**config.mk**
```make
export PLATFORM = sky130hd
export DESIGN_NAME = fp_class_check
export DESIGN_NICKNAME = d
export VERILOG_FILES = /design/src/rtl/fp_mult_pkg.sv /design/src/rtl/fp_class_check.sv
export SDC_FILE = /design/constraint.sdc
export NUM_CORES = 1
export LEC_CHECK = 0
export CORE_AREA = 5 5 42 44
export DETAILED_ROUTE_END_ITERATION = 10
export DIE_AREA = 0 0 47 49
export PLACE_DENSITY = 0.58
export SLEW_MARGIN = 30
export SYNTH_ARGS = -nofsm -noshare
export SYNTH_HDL_FRONTEND = slang
export SYNTH_SLANG_ARGS = --single-unit
```
**constraint.sdc**
```tcl
create_clock -name vclk -period 1.8
set_input_delay 0.36 -clock vclk [all_inputs]
set_output_delay 0.36 -clock vclk [all_outputs]
set_load 0.1 [all_outputs]
```
**src/rtl/fp_mult_pkg.sv**
```systemverilog
// fp_mult_pkg: shared IEEE-754 single-precision types, status bit indices and checker types
package fp_mult_pkg;
  typedef struct packed {
    logic        sign;
    logic [7:0]  exponent;
    logic [22:0] mantissa;
  } ieee_single_precision;
  typedef enum logic [1:0] {ROUND_NEAREST_EVEN, ROUND_ZERO, ROUND_UP, ROUND_DOWN} round_values;
  localparam int ZERO = 0;
  localparam int INF = 1;
  localparam int NAN = 2;
  localparam int TINY = 3;
  localparam int HUGE = 4;
  localparam int INEXACT = 5;
  typedef enum logic [1:0] {IDLE, RUN, HOLD} chk_state_e;
  typedef struct packed {
    logic        valid;
    logic [31:0] a;
    logic [31:0] b;
    logic [31:0] z;
    logic [31:0] z_ref;
    logic [7:0]  status;
  } chk_txn_t;
  function automatic logic is_nan(input ieee_single_precision v);
    return v.exponent == 8'hFF && v.mantissa != '0;
  endfunction
  function automatic logic is_inf(input ieee_single_precision v);
    return v.exponent == 8'hFF && v.mantissa == '0;
  endfunction
  function automatic logic is_zero(input ieee_single_precision v);
    return v.exponent == '0 && v.mantissa == '0;
  endfunction
endpackage

```
**src/rtl/fp_class_check.sv**
```systemverilog
// fp_class_check: flags a result whose zero/inf/nan status bits disagree with its class
module fp_class_check
  import fp_mult_pkg::*;
(
  input  logic [31:0]     z,
  input  logic [NAN:ZERO] status,
  output logic            fmis
);
  always_comb fmis = status[ZERO] != is_zero(z) || status[INF] != is_inf(z) || status[NAN] != is_nan(z);
endmodule

```
== Word level (Yosys, flattened, before mapping) ==
Cells that the tools add are included.

* Input port bits: 35
* Register bits: 0
* Output and inout port bits: 1

* Equal/unequal tests: 4
* Reduce and logical (&&, ||, !) cells: 8

{| class="wikitable"
|+ Operator list
! cell !! count
|-
| $logic_not A23 Y1 || 1
|-
| $reduce_bool A23 Y1 || 1
|-
| $eq A8 B8 Y1 const B || 1
|-
| $logic_not A8 Y1 || 1
|-
| $logic_and A1 B1 Y1 || 3
|-
| $ne A1 B1 Y1 || 3
|-
| $logic_or A1 B1 Y1 || 2
|}

== Depth between registers and ports, before layout ==
Gate-level depths: netlist of run 1.

* Depth in word-level cells: 5
* Mapped depth: 5
* Mapped depth without buffers: 5

== Least setup slack after synthesis of run 1 ==
Ideal clock, no wire load.

* Path type: input -> output
* Start point: input z[30]
* End point: output fmis
* Path buffers: 0
* Slack: -0.633 ns
* Required time: 1.440 ns
* Stages: 5
* Arrival time: 2.073 ns
* Cell sequence: or4_1 nor2_1 nand4b_1 a32oi_1 o31a_1

* Longest elaborated chain between the ends: 5
* Elaborated cells on any way between the ends: 10
* Classes of those cells: eq/ne (4); reduce/logical (6)

{| class="wikitable"
|+ RTL lines
! item !! RTL line !! RTL
|-
| from (decl) || fp_class_check.sv:5 || <nowiki>input logic [31:0] z,</nowiki>
|-
| $eq A8 B8 Y1 / $logic_not A8 Y1 (equally long branches) || fp_mult_pkg.sv:25, fp_mult_pkg.sv:28, fp_mult_pkg.sv:31 ||
|-
| $logic_and A1 B1 Y1 (on tied branches) || fp_mult_pkg.sv:28, fp_mult_pkg.sv:31 ||
|-
| $ne A1 B1 Y1 || fp_class_check.sv:9 || <nowiki>always_comb fmis = status[ZERO] != is_zero(z) || status[INF] != is_inf(z) || status[NAN] != is_nan(z);</nowiki>
|-
| $logic_or A1 B1 Y1 || fp_class_check.sv:9 ||
|-
| $logic_or A1 B1 Y1 * || fp_class_check.sv:9 ||
|-
| to (decl) || fp_class_check.sv:7 || <nowiki>output logic fmis</nowiki>
|}

Every way passes the cells marked *; elsewhere a longest branch is shown, timed or not.

== Final worst setup path of run 1 ==
* Start point: input z[25]
* End point: output fmis

Same word-level chain as after synthesis.

==> reports/results.ini, run 1 <==
[status]
outcome = finished with violations
failed_checks = setup timing

[floorplanning]
die_h_um = 49
ioPinCount = 36
core_um2 = 1400
num_rows = 14
start_util_pct = 11.5
die_area_um2 = 2300
fp.dieW_um = 47

[power_and_ir_drop]
total_leakage_power_nw = 0.236
pwr-share-clk_pct = 0
p_per_area_nw_per_um2 = 163
p_sw_uw = 32.1
swShare_pct = 35.4
power.total_uw = 90.5
p_int_uw = 58.5
seq_power_share_pct = 0
ir_worst_vdd_v = 0.0000632
power_frac_comb_pct = 100.0

[logic_synthesis]
yosysWarningCount = 0
syn_area_per_cell_um2 = 7.34
synth_nets = 57
synthesis.instances = 22
ys_types = 14
ys_seq_area_share_pct = 0
synth_area_um2 = 161

[cells_and_area]
ff_latch_area_um2 = 0
drive_gt1_share_pct = 45.0
multiInputGateArea_um2 = 211
num-nets-final = 97
fillers = 155
insertedDiodeCount = 0
areaGrowthSynthToFinish_pct = 245
n_clock_buffer = 0
seq_cell_count = 0

[sta]
setup_viol = 1
hold_slack_ps = 1290
max_freq_mhz = 474
rsz0062_at_grt = yes
worst_pin_slew_ps = 246
maxSlewViolCount = 0
min_period_ps = 2110
fin_ws_ps = -311
tns_ps = -311
timing.final.crit_share_pct = 117
relSlewSlack_pct = 83.5
finalHoldViolCount = 0

[place]
place.gp.congestion = 0.667
place_ws_ps = -689
dp_hpwl_um = 757
port_buffers = 35

[route]
wl_um = 852
drt-pass1-iter-count = 4
drtIter0Drc = 3
wl_per_cell_um = 11.2
via_per_inst = 4.63
drt.antenna.violating_nets = 0
vias = 352
post-route-drc-count = 0

[global_route]
grt_max_degree = 5
overflow = 0
antenna_found_initial = 0
grt_pass1_wl_um = 1260
first_global_vias = 343
grt.total_usage_pct = 6.67

[setup_path]
cp_max_fo = 2
critPathLaunchType = input port
cp.required_ps = 1440
worstSetupPathType = input port to primary output
crit_arrival_ps = 1750
crit_path_end_kind = primary output

[clock_network]
cts_hold_repair.buffers = 0

[run]
maxCapViolCount = 0

[min_path]
hold_path.class = input port to primary output
worst_hold_path.num_cells = 6

-- placed cells by master (no fill, tap or decap), types with 2 or more instances in the layout --
| cell type | count |
|---|---|
| or4_4 | 2 |
| dlygate4sd2_1 | 7 |
| clkdlybuf4s50_1 | 5 |
| buf_2 | 3 |
| clkbuf_2 | 8 |
| nor4_1 | 2 |
| buf_6 | 3 |
| nor4_2 | 3 |
| buf_4 | 3 |
| nand4_1 | 3 |
| clkdlybuf4s15_1 | 7 |
-- power groups by stage --
stage	registers [mW]	logic [mW]	clock network (mW)
2_1_floorplan	0	0.0169	0
3_3_place_gp	0	0.102	0
3_5_place_dp	0	0.103	0
4_1_cts	0	0.0868	0
5_1_grt	0	0.0960	0
6_report	0	0.0905	0
-- cell type report --
type	instances	share of cell area (%)
repair buffers	38	58.4
multi-input cells	22	38.0
well taps	16	3.60
-- cells in the mapped netlist, drive strengths merged --
master / count / area (um2)
nor4: 6 / 50.0
nand4: 3 / 18.8
nor2: 2 / 7.51
or4: 2 / 15.0
a31oi: 1 / 6.26
a32oi: 1 / 8.76
and3b: 1 / 8.76
nand3b: 1 / 7.51
nand4b: 1 / 8.76
nor3: 1 / 5.00
nor3b: 1 / 7.51
o31a: 1 / 8.76
xnor2: 1 / 8.76
-- through the flow --
stage / util, % / std cells / instance area (um2)
detailed placement: 40.4 / 75 / 566
CTS: 39.1 / 75 / 548
finish: 39.7 / 76 / 557
global placement: 40.4 / 75 / 566
global route: 39.7 / 76 / 557
floorplan: - / 22 / 170
-- worst max-delay path, cell delays in order --
cell and delay (ps):
buf_6 90, or4_4 530, nor2_4 130, nand4b_1 100, a32oi_1 190, o31a_4 180
buf_12 160
-- logic make-up after synthesis --
kind of cell     count (synthesis)  synth area share [%]
AND/OR/NAND/NOR                 18                  79.8
AO/OA/AOI/OAI                    3                  14.7
XOR/XNOR                         1                  5.43
-- worst paths after layout --
kind                   from  endpoint  slack, ps
worst max-delay path  z[25]      fmis       -310
worst min-delay path   z[2]      fmis       1290
-- routing by layer --
metal / up-vias / track usage [%] / share of wire (%)
met1: 145 / 8.26 / 41
met4: 0 / 0 / 0
met5: - / 0 / 0
met2: 29 / 11.8 / 39
met3: 0 / 1.85 / 20
li1: 178 / - / -
-- what timing repair did --
item / CTS / global route
setup endpoints to repair: 1 / 1
resized for setup: 62 / 19
pin swaps: 12 / 9
buffers inserted: 0 / 1
Note: power is estimated with default switching activity, not from simulation.
==> run 2, diff against run 1 <==
- MAX_ROUTING_LAYER: not set -> met4
==> run 2 against run 1 <==
  * The flow still finishes with violations (setup timing)
  * Critical endpoint unchanged
  * Cell area did not move
  * Via count did not move
  * Largest power group unchanged
  * Die area did not move
  * Sequential share of layout area did not move
  * Largest cell class unchanged
==> reports/results.ini, run 2 (same netlist as run 1, synthesis figures left out) <==
[place]
place_ws_ps = -689
place.gp.congestion = 0.673
port_buffers = 35
dp_hpwl_um = 757

[status]
failed_checks = setup timing
outcome = finished with violations

[sta]
min_period_ps = 2110
setup_viol = 1
worst_pin_slew_ps = 246
rsz0062_at_grt = yes
timing.final.crit_share_pct = 117
finalHoldViolCount = 0
max_freq_mhz = 474
maxSlewViolCount = 0
fin_ws_ps = -311
relSlewSlack_pct = 83.5

[min_path]
hold_path.class = input port to primary output

[cells_and_area]
drive_gt1_share_pct = 45.0
postLayoutCoreUtil_pct = 39.7
final_cell_mix = clkbuf_2, dlygate4sd2_1, clkdlybuf4s15_1
insertedDiodeCount = 0
layout_commonest_cell = clkbuf_2
areaGrowthSynthToFinish_pct = 245
seq_cell_count = 0
ff_latch_area_um2 = 0
n_clock_buffer = 0
num-nets-final = 97

[route]
wl_um = 854
drtIter0Drc = 3
via_per_inst = 4.63
post-route-drc-count = 0
drt.antenna.violating_nets = 0
drt-pass1-iter-count = 4
wl_per_cell_um = 11.2
vias = 352

[global_route]
first_global_vias = 343
grt.total_usage_pct = 6.83
overflow = 0
grt_pass1_wl_um = 1260
grt_max_degree = 5
antenna_found_initial = 0

[floorplanning]
die_area_um2 = 2300
die_h_um = 49
ioPinCount = 36
fp.dieW_um = 47
num_rows = 14
core_um2 = 1400
start_util_pct = 11.5

[power_and_ir_drop]
p_per_area_nw_per_um2 = 163
total_leakage_power_nw = 0.236
ir_worst_vdd_v = 0.0000632

[run]
maxCapViolCount = 0

[setup_path]
crit_arrival_ps = 1750
crit_buf_inv = 2
crit_path_top_delay_cell = or4_4
critPathTopFamily = simple AND/OR/NAND/NOR gates
max_stage_delay_ps = 530
cp.required_ps = 1440
crit_path_end_kind = primary output
worstSetupPathType = input port to primary output
critPathLaunchType = input port
crit_chain = buf_6 -> or4_4 -> nor2_4 -> nand4b_1 -> a32oi_1 -> o31a_4 -> buf_12
cp_max_fo = 2

[clock_network]
cts_hold_repair.buffers = 0

-- run 2: power breakdown --
part,switching (mW),internal [mW]
clock network,0,0
registers,0,0
logic,0.0321,0.0585
-- run 2: path summary, 6_finish.rpt --
check / start / endpoint / slack (ps) / cells after the start
min: z[2] / fmis / 1290 / 6
max: z[25] / fmis / -310 / 7
-- run 2: per-layer routing --
| layer | GRT usage (%) | part of all wire, % |
|---|---|---|
| met5 | - | 0 |
| met4 | 0 | 0 |
| met3 | 0 | 16 |
| met2 | 11.8 | 39 |
| met1 | 9.35 | 45 |
-- run 2: cell type report --
cell class / instances / area (um2)
timing repair buffer: 38 / 325
multi-input combinational: 22 / 211
fill: 155 / 845
tap: 16 / 20.0
-- run 2: tightest hold or removal path, stage by stage --
cell            delay, ps
dlymetal6s2s_1        100
nor4_2                 60
nand4b_1               80
a32oi_1                60
o31a_4                120
buf_12                150
-- run 2: per-stage QoR --
step	total power [mW]	instance area, um2	hold slack [ps]	cells	TNS, ps
floorplan	0.0169	170	1030	22	-202
global placement	0.102	566	1640	75	-687
detailed placement	0.103	566	1640	75	-689
CTS	0.0868	548	1360	75	-333
global route	0.0960	557	1320	76	-366
finish	0.0905	557	1290	76	-311
-- run 2: timing repair --
action | 4_1_cts | 5_1_grt
setup buffers | 0 | 1
pin swaps | 12 | 9
gates resized for setup | 62 | 19
setup endpoints to repair | 1 | 1
